`src/rtl/hyster_pkg.sv`:
```
// Shared types for the hysteresis-thresholding stage: FSM encoding and
// default-width pixel/column types (a column is rows r-1, r, r+1 at index 0..2).
package hyster_pkg;
    localparam int PIX_W = 5;

    typedef enum logic [1:0] {IDLE, RUN, FLUSH} state_t;

    typedef logic [PIX_W-1:0] pixel_t;
    typedef pixel_t [2:0]     column_t;
endpackage

```
`src/rtl/hyster_if.sv`:
```
// Stream bus for hyster_stream: column input handshake, runtime thresholds
// and the per-pixel output with its position flags.
interface hyster_if #(
    parameter int BIT_LENGTH = 5,
    parameter int COL_W      = 10
);
    logic                  in_valid;
    logic                  in_ready;
    logic [BIT_LENGTH-1:0] pixel_in0;
    logic [BIT_LENGTH-1:0] pixel_in1;
    logic [BIT_LENGTH-1:0] pixel_in2;
    logic [BIT_LENGTH-1:0] weak_th;
    logic [BIT_LENGTH-1:0] strong_th;
    logic                  out_valid;
    logic                  pixel_out;
    logic [COL_W-1:0]      out_col;
    logic                  out_eol;
    logic                  frame_done;

    modport master (
        output in_valid, pixel_in0, pixel_in1, pixel_in2, weak_th, strong_th,
        input  in_ready, out_valid, pixel_out, out_col, out_eol, frame_done
    );

    modport slave (
        input  in_valid, pixel_in0, pixel_in1, pixel_in2, weak_th, strong_th,
        output in_ready, out_valid, pixel_out, out_col, out_eol, frame_done
    );
endinterface

```
`src/rtl/hyster_decide.sv`:
```
// Combinational edge decision on a 3x3 window. Define HYSTER_CONN4_EN to
// restrict the neighbour set to the 4-connected cells.
module hyster_decide
    import hyster_pkg::*;
#(
    parameter int BIT_LENGTH = PIX_W
) (
    input  logic [2:0][BIT_LENGTH-1:0] win_l,
    input  logic [2:0][BIT_LENGTH-1:0] win_c,
    input  logic [2:0][BIT_LENGTH-1:0] win_r,
    input  logic [BIT_LENGTH-1:0]      weak_th,
    input  logic [BIT_LENGTH-1:0]      strong_th,
    output logic                       is_edge
);
    logic strong_nb;

`ifdef HYSTER_CONN4_EN
    logic unused_corners;
    assign unused_corners = ^{win_l[0], win_l[2], win_r[0], win_r[2]};
    assign strong_nb = (win_l[1] >= strong_th) || (win_r[1] >= strong_th) ||
                       (win_c[0] >= strong_th) || (win_c[2] >= strong_th);
`else
    always_comb begin
        strong_nb = (win_c[0] >= strong_th) || (win_c[2] >= strong_th);
        for (int i = 0; i < 3; i++)
            strong_nb = strong_nb || (win_l[i] >= strong_th) || (win_r[i] >= strong_th);
    end
`endif

    // weak test first, so weak_th > strong_th suppresses everything below weak
    always_comb begin
        if (win_c[1] < weak_th)        is_edge = 1'b0;
        else if (win_c[1] >= strong_th) is_edge = 1'b1;
        else                            is_edge = strong_nb;
    end
endmodule

```
`src/rtl/hyster_stream.sv`:
```
// Hysteresis-thresholding stage: 3-column sliding window with zero padding at
// the row borders (end-of-row FLUSH cycle), row/frame tracking. Option: HYSTER_CONN4_EN.
module hyster_stream
    import hyster_pkg::*;
#(
    parameter int BIT_LENGTH = PIX_W,
    parameter int IMG_WIDTH  = 960,
    parameter int IMG_HEIGHT = 720,
    parameter int COL_W      = $clog2(IMG_WIDTH)
) (
    input logic     clk,
    input logic     reset,
    hyster_if.slave bus
);
    localparam int ROW_W = (IMG_HEIGHT > 1) ? $clog2(IMG_HEIGHT) : 1;
    localparam logic [COL_W-1:0] LAST_COL = COL_W'(IMG_WIDTH - 1);
    localparam logic [ROW_W-1:0] LAST_ROW = ROW_W'(IMG_HEIGHT - 1);

    typedef logic [2:0][BIT_LENGTH-1:0] wcol_t;

    state_t                state;
    wcol_t                 win_l, win_c, win_r, in_col;
    logic [BIT_LENGTH-1:0] weak_q, strong_q;
    logic [COL_W-1:0]      col_in, pend_col;
    logic [ROW_W-1:0]      row;
    logic                  rdy, pend, pend_eol, pend_fd, decision, accept;
    logic                  out_valid_q, pixel_out_q, out_eol_q, frame_done_q;
    logic [COL_W-1:0]      out_col_q;

    assign in_col = {bus.pixel_in2, bus.pixel_in1, bus.pixel_in0};
    assign accept = bus.in_valid && rdy;

    assign bus.in_ready   = rdy;
    assign bus.out_valid  = out_valid_q;
    assign bus.pixel_out  = pixel_out_q;
    assign bus.out_col    = out_col_q;
    assign bus.out_eol    = out_eol_q;
    assign bus.frame_done = frame_done_q;

    hyster_decide #(.BIT_LENGTH(BIT_LENGTH)) u_decide (
        .win_l    (win_l),
        .win_c    (win_c),
        .win_r    (win_r),
        .weak_th  (weak_q),
        .strong_th(strong_q),
        .is_edge  (decision)
    );

    // pend marks a centre column formed on the previous edge; its pixel is
    // evaluated on the current (pre-edge) window and registered now.
    always_ff @(posedge clk or negedge reset) begin
        if (!reset) begin
            state        <= IDLE;
            win_l        <= '0;
            win_c        <= '0;
            win_r        <= '0;
            weak_q       <= '0;
            strong_q     <= '0;
            col_in       <= '0;
            pend_col     <= '0;
            row          <= '0;
            rdy          <= 1'b0;
            pend         <= 1'b0;
            pend_eol     <= 1'b0;
            pend_fd      <= 1'b0;
            out_valid_q  <= 1'b0;
            pixel_out_q  <= 1'b0;
            out_col_q    <= '0;
            out_eol_q    <= 1'b0;
            frame_done_q <= 1'b0;
        end else begin
            out_valid_q  <= pend;
            pixel_out_q  <= pend && decision;
            out_col_q    <= pend ? pend_col : '0;
            out_eol_q    <= pend && pend_eol;
            frame_done_q <= pend && pend_fd;
            pend         <= 1'b0;
            pend_eol     <= 1'b0;
            pend_fd      <= 1'b0;

            case (state)
                IDLE: begin
                    rdy <= 1'b1;
                    if (accept) begin
                        win_l    <= '0;
                        win_c    <= '0;
                        win_r    <= in_col;
                        weak_q   <= bus.weak_th;
                        strong_q <= bus.strong_th;
                        col_in   <= COL_W'(1);
                        state    <= RUN;
                    end
                end
                RUN: begin
                    if (accept) begin
                        win_l    <= win_c;
                        win_c    <= win_r;
                        win_r    <= in_col;
                        pend     <= 1'b1;
                        pend_col <= col_in - COL_W'(1);
                        if (col_in == LAST_COL) begin
                            rdy   <= 1'b0;
                            state <= FLUSH;
                        end else begin
                            col_in <= col_in + COL_W'(1);
                        end
                    end
                end
                FLUSH: begin
                    win_l    <= win_c;
                    win_c    <= win_r;
                    win_r    <= '0;
                    pend     <= 1'b1;
                    pend_col <= LAST_COL;
                    pend_eol <= 1'b1;
                    pend_fd  <= (row == LAST_ROW);
                    row      <= (row == LAST_ROW) ? '0 : row + ROW_W'(1);
                    col_in   <= '0;
                    rdy      <= 1'b1;
                    state    <= IDLE;
                end
                default: begin
                    rdy   <= 1'b1;
                    state <= IDLE;
                end
            endcase
        end
    end
endmodule

```
`src/flat_wrapper.sv`:
```
// flat-port wrapper written by rule: the top's interface ports become plain ports
module hyster_stream_flat import hyster_pkg::*;
#(
    parameter int BIT_LENGTH = PIX_W,
    parameter int IMG_WIDTH  = 960,
    parameter int IMG_HEIGHT = 720,
    parameter int COL_W      = $clog2(IMG_WIDTH)
)
  (clk, reset, bus_in_valid, bus_pixel_in0, bus_pixel_in1, bus_pixel_in2, bus_weak_th, bus_strong_th, bus_in_ready, bus_out_valid, bus_pixel_out, bus_out_col, bus_out_eol, bus_frame_done);
  hyster_if #(.BIT_LENGTH(BIT_LENGTH), .COL_W(COL_W)) bus_i ();
  input logic clk;
  input logic reset;
  input wire logic [$bits(bus_i.in_valid)-1:0] bus_in_valid;
  input wire logic [$bits(bus_i.pixel_in0)-1:0] bus_pixel_in0;
  input wire logic [$bits(bus_i.pixel_in1)-1:0] bus_pixel_in1;
  input wire logic [$bits(bus_i.pixel_in2)-1:0] bus_pixel_in2;
  input wire logic [$bits(bus_i.weak_th)-1:0] bus_weak_th;
  input wire logic [$bits(bus_i.strong_th)-1:0] bus_strong_th;
  output wire logic [$bits(bus_i.in_ready)-1:0] bus_in_ready;
  output wire logic [$bits(bus_i.out_valid)-1:0] bus_out_valid;
  output wire logic [$bits(bus_i.pixel_out)-1:0] bus_pixel_out;
  output wire logic [$bits(bus_i.out_col)-1:0] bus_out_col;
  output wire logic [$bits(bus_i.out_eol)-1:0] bus_out_eol;
  output wire logic [$bits(bus_i.frame_done)-1:0] bus_frame_done;
  assign bus_i.in_valid = bus_in_valid;
  assign bus_i.pixel_in0 = bus_pixel_in0;
  assign bus_i.pixel_in1 = bus_pixel_in1;
  assign bus_i.pixel_in2 = bus_pixel_in2;
  assign bus_i.weak_th = bus_weak_th;
  assign bus_i.strong_th = bus_strong_th;
  assign bus_in_ready = bus_i.in_ready;
  assign bus_out_valid = bus_i.out_valid;
  assign bus_pixel_out = bus_i.pixel_out;
  assign bus_out_col = bus_i.out_col;
  assign bus_out_eol = bus_i.out_eol;
  assign bus_frame_done = bus_i.frame_done;
  hyster_stream #(.BIT_LENGTH(BIT_LENGTH), .IMG_WIDTH(IMG_WIDTH), .IMG_HEIGHT(IMG_HEIGHT), .COL_W(COL_W)) u_core (.clk(clk), .reset(reset), .bus(bus_i));
endmodule
```
`config.mk`:
```
export PLATFORM = sky130hd
export DESIGN_NAME = hyster_stream_flat
export DESIGN_NICKNAME = d
export VERILOG_FILES = /design/src/rtl/hyster_pkg.sv /design/src/rtl/hyster_if.sv /design/src/rtl/hyster_decide.sv /design/src/rtl/hyster_stream.sv /design/src/flat_wrapper.sv
export SDC_FILE = /design/constraint.sdc
export NUM_CORES = 1
export LEC_CHECK = 0
export CAP_MARGIN = 20
export CORE_ASPECT_RATIO = 1.25
export CORE_MARGIN = 2
export CORE_UTILIZATION = 25
export DETAILED_ROUTE_END_ITERATION = 8
export PLACE_DENSITY = 0.47
export SETUP_SLACK_MARGIN = 0.1
export SYNTH_ARGS = -nofsm -noshare
export SYNTH_HDL_FRONTEND = slang
export SYNTH_SLANG_ARGS = --single-unit
```
`constraint.sdc`:
```
create_clock -name clk -period 2.2 [get_ports clk]
set_clock_uncertainty 0.05 [all_clocks]
set_input_delay 0.33 -clock clk [delete_from_list [all_inputs] [get_ports clk]]
set_output_delay 0.33 -clock clk [all_outputs]
set_load 0.03 [all_outputs]
```
==> impl_metrics.yaml <==
global_routing:
  grt_pass1_vias: 4251
  grtUsageTotal_pct: 11.7
  grt_max_degree: 55
  grt_antenna_before_repair: 1
  grt_pass1_wl_um: 21500
  gr-total-overflow: 0
yosys:
  synthTopCellsByArea: "dfrtp_1, ha_1, nand2_1"
  yosys-top-cells-count: "dfrtp_1, nand2_1, nand3_1"
  synth_edf_count: 0
  synthDistinctLibCells: 55
  synth.most_common_cell: "dfrtp_1"
  postSynthAreaPerCell_um2: 9.83
  synth_fp_nets: 644
  ys_seq_elements: 105
  synth_top_area_share_pct: 47.7
  ys_async_sr_fraction_pct: 100
  yosysWarningCount: 0
  yosysSeqAreaShare_pct: 47.7
  syn_inst: 560
  synth_top_flop_cell: "dfrtp_1"
  yosysTopAreaCell: "dfrtp_1"
  netlist_area_um2: 5500
placement:
  io_buffers: 42
  dp_slack_ns: 0.134
  placed_cells: 871
  hpwl_um: 8950
  gp_congestion: 0.782
  dpl_cell_area_um2: 6310
floorplan:
  dieWidth_um: 137
  dieArea_um2: 23200
  rows: 60
  die_h_um: 170
  initial_core_util_pct: 25.5
  io_pins: 43
  core_area_um2: 21500
power_and_ir_drop:
  power.density_nw_per_um2: 577
  peakVddDrop_uv: 387
  finalPower_mw: 3.85
  p_leak_nw: 3.20
drt:
  vias: 4018
  totalWireLength_um: 12800
  wl_per_cell_um: 14.4
  drc: 0
  first_pass_iters: 4
  dr.first_iter.drc_count: 168
  ant_nets: 0
  viasPerCell: 4.52
sta:
  timing.hold.ws_ns: 0.412
  fin_ws_ns: 0.215
  relSlewSlack_pct: 63.3
  finalMaxSlewViolations: 0
  worst_slew_pin_slew_ns: 0.550
  hold_violations: 0
  max_freq_mhz: 504
  fin_setup_tns_ns: 0
  period_share_pct: 90.2
  setup-violations-final: 0
  min_period_ns: 1.99
  rsz0062_at_grt: "false"
critical_path:
  reg2reg_from: "u_core.strong_q[0]$_DFFE_PN0P_"
  regToRegEndpoint: "u_core.bus.pixel_out$_DFF_PN0_"
  critPathLaunchType: "flip-flop"
  r2r_setup_slack_ns: 0.21
  critical_path_required_ns: 2.39
  worstSetupEndpointType: "flip-flop"
  crit_type: "flip-flop to flip-flop"
  path_max_fanout: 10
  worstRegToRegCells: 6
  startpoint: "u_core.strong_q[0]$_DFFE_PN0P_"
  crit_arrival_ns: 2.18
  endpoint: "u_core.bus.pixel_out$_DFF_PN0_"
layout:
  fin_util_pct: 31.0
  final_cell_area_um2: 6670
  nNetsFinal: 688
  drive_gt1_share_pct: 9.69
  n_antenna_cell: 0
  syn_to_final_growth_pct: 21.2
  finalNonFillerCells: 888
cts:
  clock_path_buffers: 2
  clock_sinks: 105
  cts-root-buf: "clkbuf_16"
  worstSkewPairLatency_ns: 0.36
  numCtsBuffers: 9
  cts_max_level: 3
  path_clk_slew_ns: 0.07
  post-cts-setup-buffers: 0
  cts_tree: "yes"
worst_hold_path:
  hp-start: "u_core.pend_fd$_DFF_PN0_"
  min_path_type: "flip-flop to flip-flop"
status:
  run_status: "completed"
flow_run:
  drv_cap: 0
==> report_power, final <==
group	internal, mW	total (mW)	switching (mW)
Combinational	0.0486	0.0969	0.0483
Clock	1.07	1.82	0.755
Sequential	1.93	1.93	0
Total	3.05	3.85	0.804
==> worst min path at each step <==
stage / to / cells past startpoint
after floorplan: u_core.bus.frame_done$_DFF_PN0_ / 0
final: u_core.bus.frame_done$_DFF_PN0_ / 1
after CTS: u_core.bus.frame_done$_DFF_PN0_ / 1
after global routing: u_core.bus.frame_done$_DFF_PN0_ / 1
after detailed placement: u_core.row[5]$_DFFE_PN0P_ / 1
after global placement: u_core.row[6]$_DFFE_PN0P_ / 1
==> cells in the final DEF (no fill, tap or decap), types with 8 or more instances in the layout <==
| cell type | n |
|---|---|
| clkbuf_16 | 9 |
| nor2_1 | 34 |
| a21oi_1 | 15 |
| ha_1 | 56 |
| mux2_2 | 11 |
| buf_4 | 13 |
| nand2_1 | 96 |
| nand3_1 | 57 |
| dfrtp_1 | 103 |
| inv_1 | 23 |
| xnor2_1 | 9 |
| o21ai_1 | 8 |
| o21ai_0 | 24 |
| and2_1 | 13 |
| clkdlybuf4s50_1 | 41 |
==> state kept, by name, summed over array words and instances, names as in the netlist <==
name                   cells
u_core.strong_q            5
u_core.win_l              15
u_core.win_c              15
u_core.bus.frame_done      1
u_core.pend_fd             1
u_core.pend_eol            1
u_core.pend                1
u_core.bus.pixel_out       1
u_core.weak_q              5
u_core.win_r              15
u_core.bus.out_eol         1
u_core.bus.out_valid       1
u_core.bus.out_col        10
u_core.col_in             10
u_core.bus.in_ready        1
u_core.pend_col           10
u_core.state               2
u_core.row                10
==> routing by layer <==
| metal | vias to the layer above | GRT usage (%) | share of wire [%] |
|---|---|---|---|
| li1 | 2020 | - | - |
| met1 | 1938 | 13.9 | 45 |
| met2 | 50 | 21.0 | 51 |
| met3 | 8 | 3.37 | 3.9 |
| met4 | 2 | 2.31 | 0.51 |
| met5 | - | 0 | 0.10 |
==> what timing repair did <==
| item | in CTS | in global routing |
|---|---|---|
| resized for setup | 0 | 3 |
| hold endpoints to repair | 35 | 0 |
| endpoints found under the setup margin | 0 | 6 |
| hold buffers | 1 | 0 |
==> worst max-delay path, cell delays in order, from the launching register on <==
cell,delay (ns)
dfrtp_1,0.56
ha_1,0.30
nand2b_1,0.14
a211o_1,0.29
o2111ai_1,0.10
o2111ai_1,0.15
o311a_1,0.30
==> cell type report <==
| cell class | instances | area (um2) |
|---|---|---|
| Clock inverter | 5 | 86.3 |
| Multi-Input combinational cell | 404 | 2650 |
| Sequential cell | 105 | 2630 |
| Timing Repair Buffer | 60 | 609 |
| Inverter | 24 | 90.1 |
| Clock buffer | 11 | 253 |
| Fill cell | 2195 | 14900 |
| Tap cell | 279 | 349 |
==> cells by family after synthesis <==
group | share of synthesized area, %
compound gates | 10.3
xor+xnor | 2.23
fa+ha+maj | 12.7
buf+inv | 4.14
flops | 47.7
mux | 2.43
simple gates | 20.4
No activity file was read; power rests on OpenSTA's default activity.
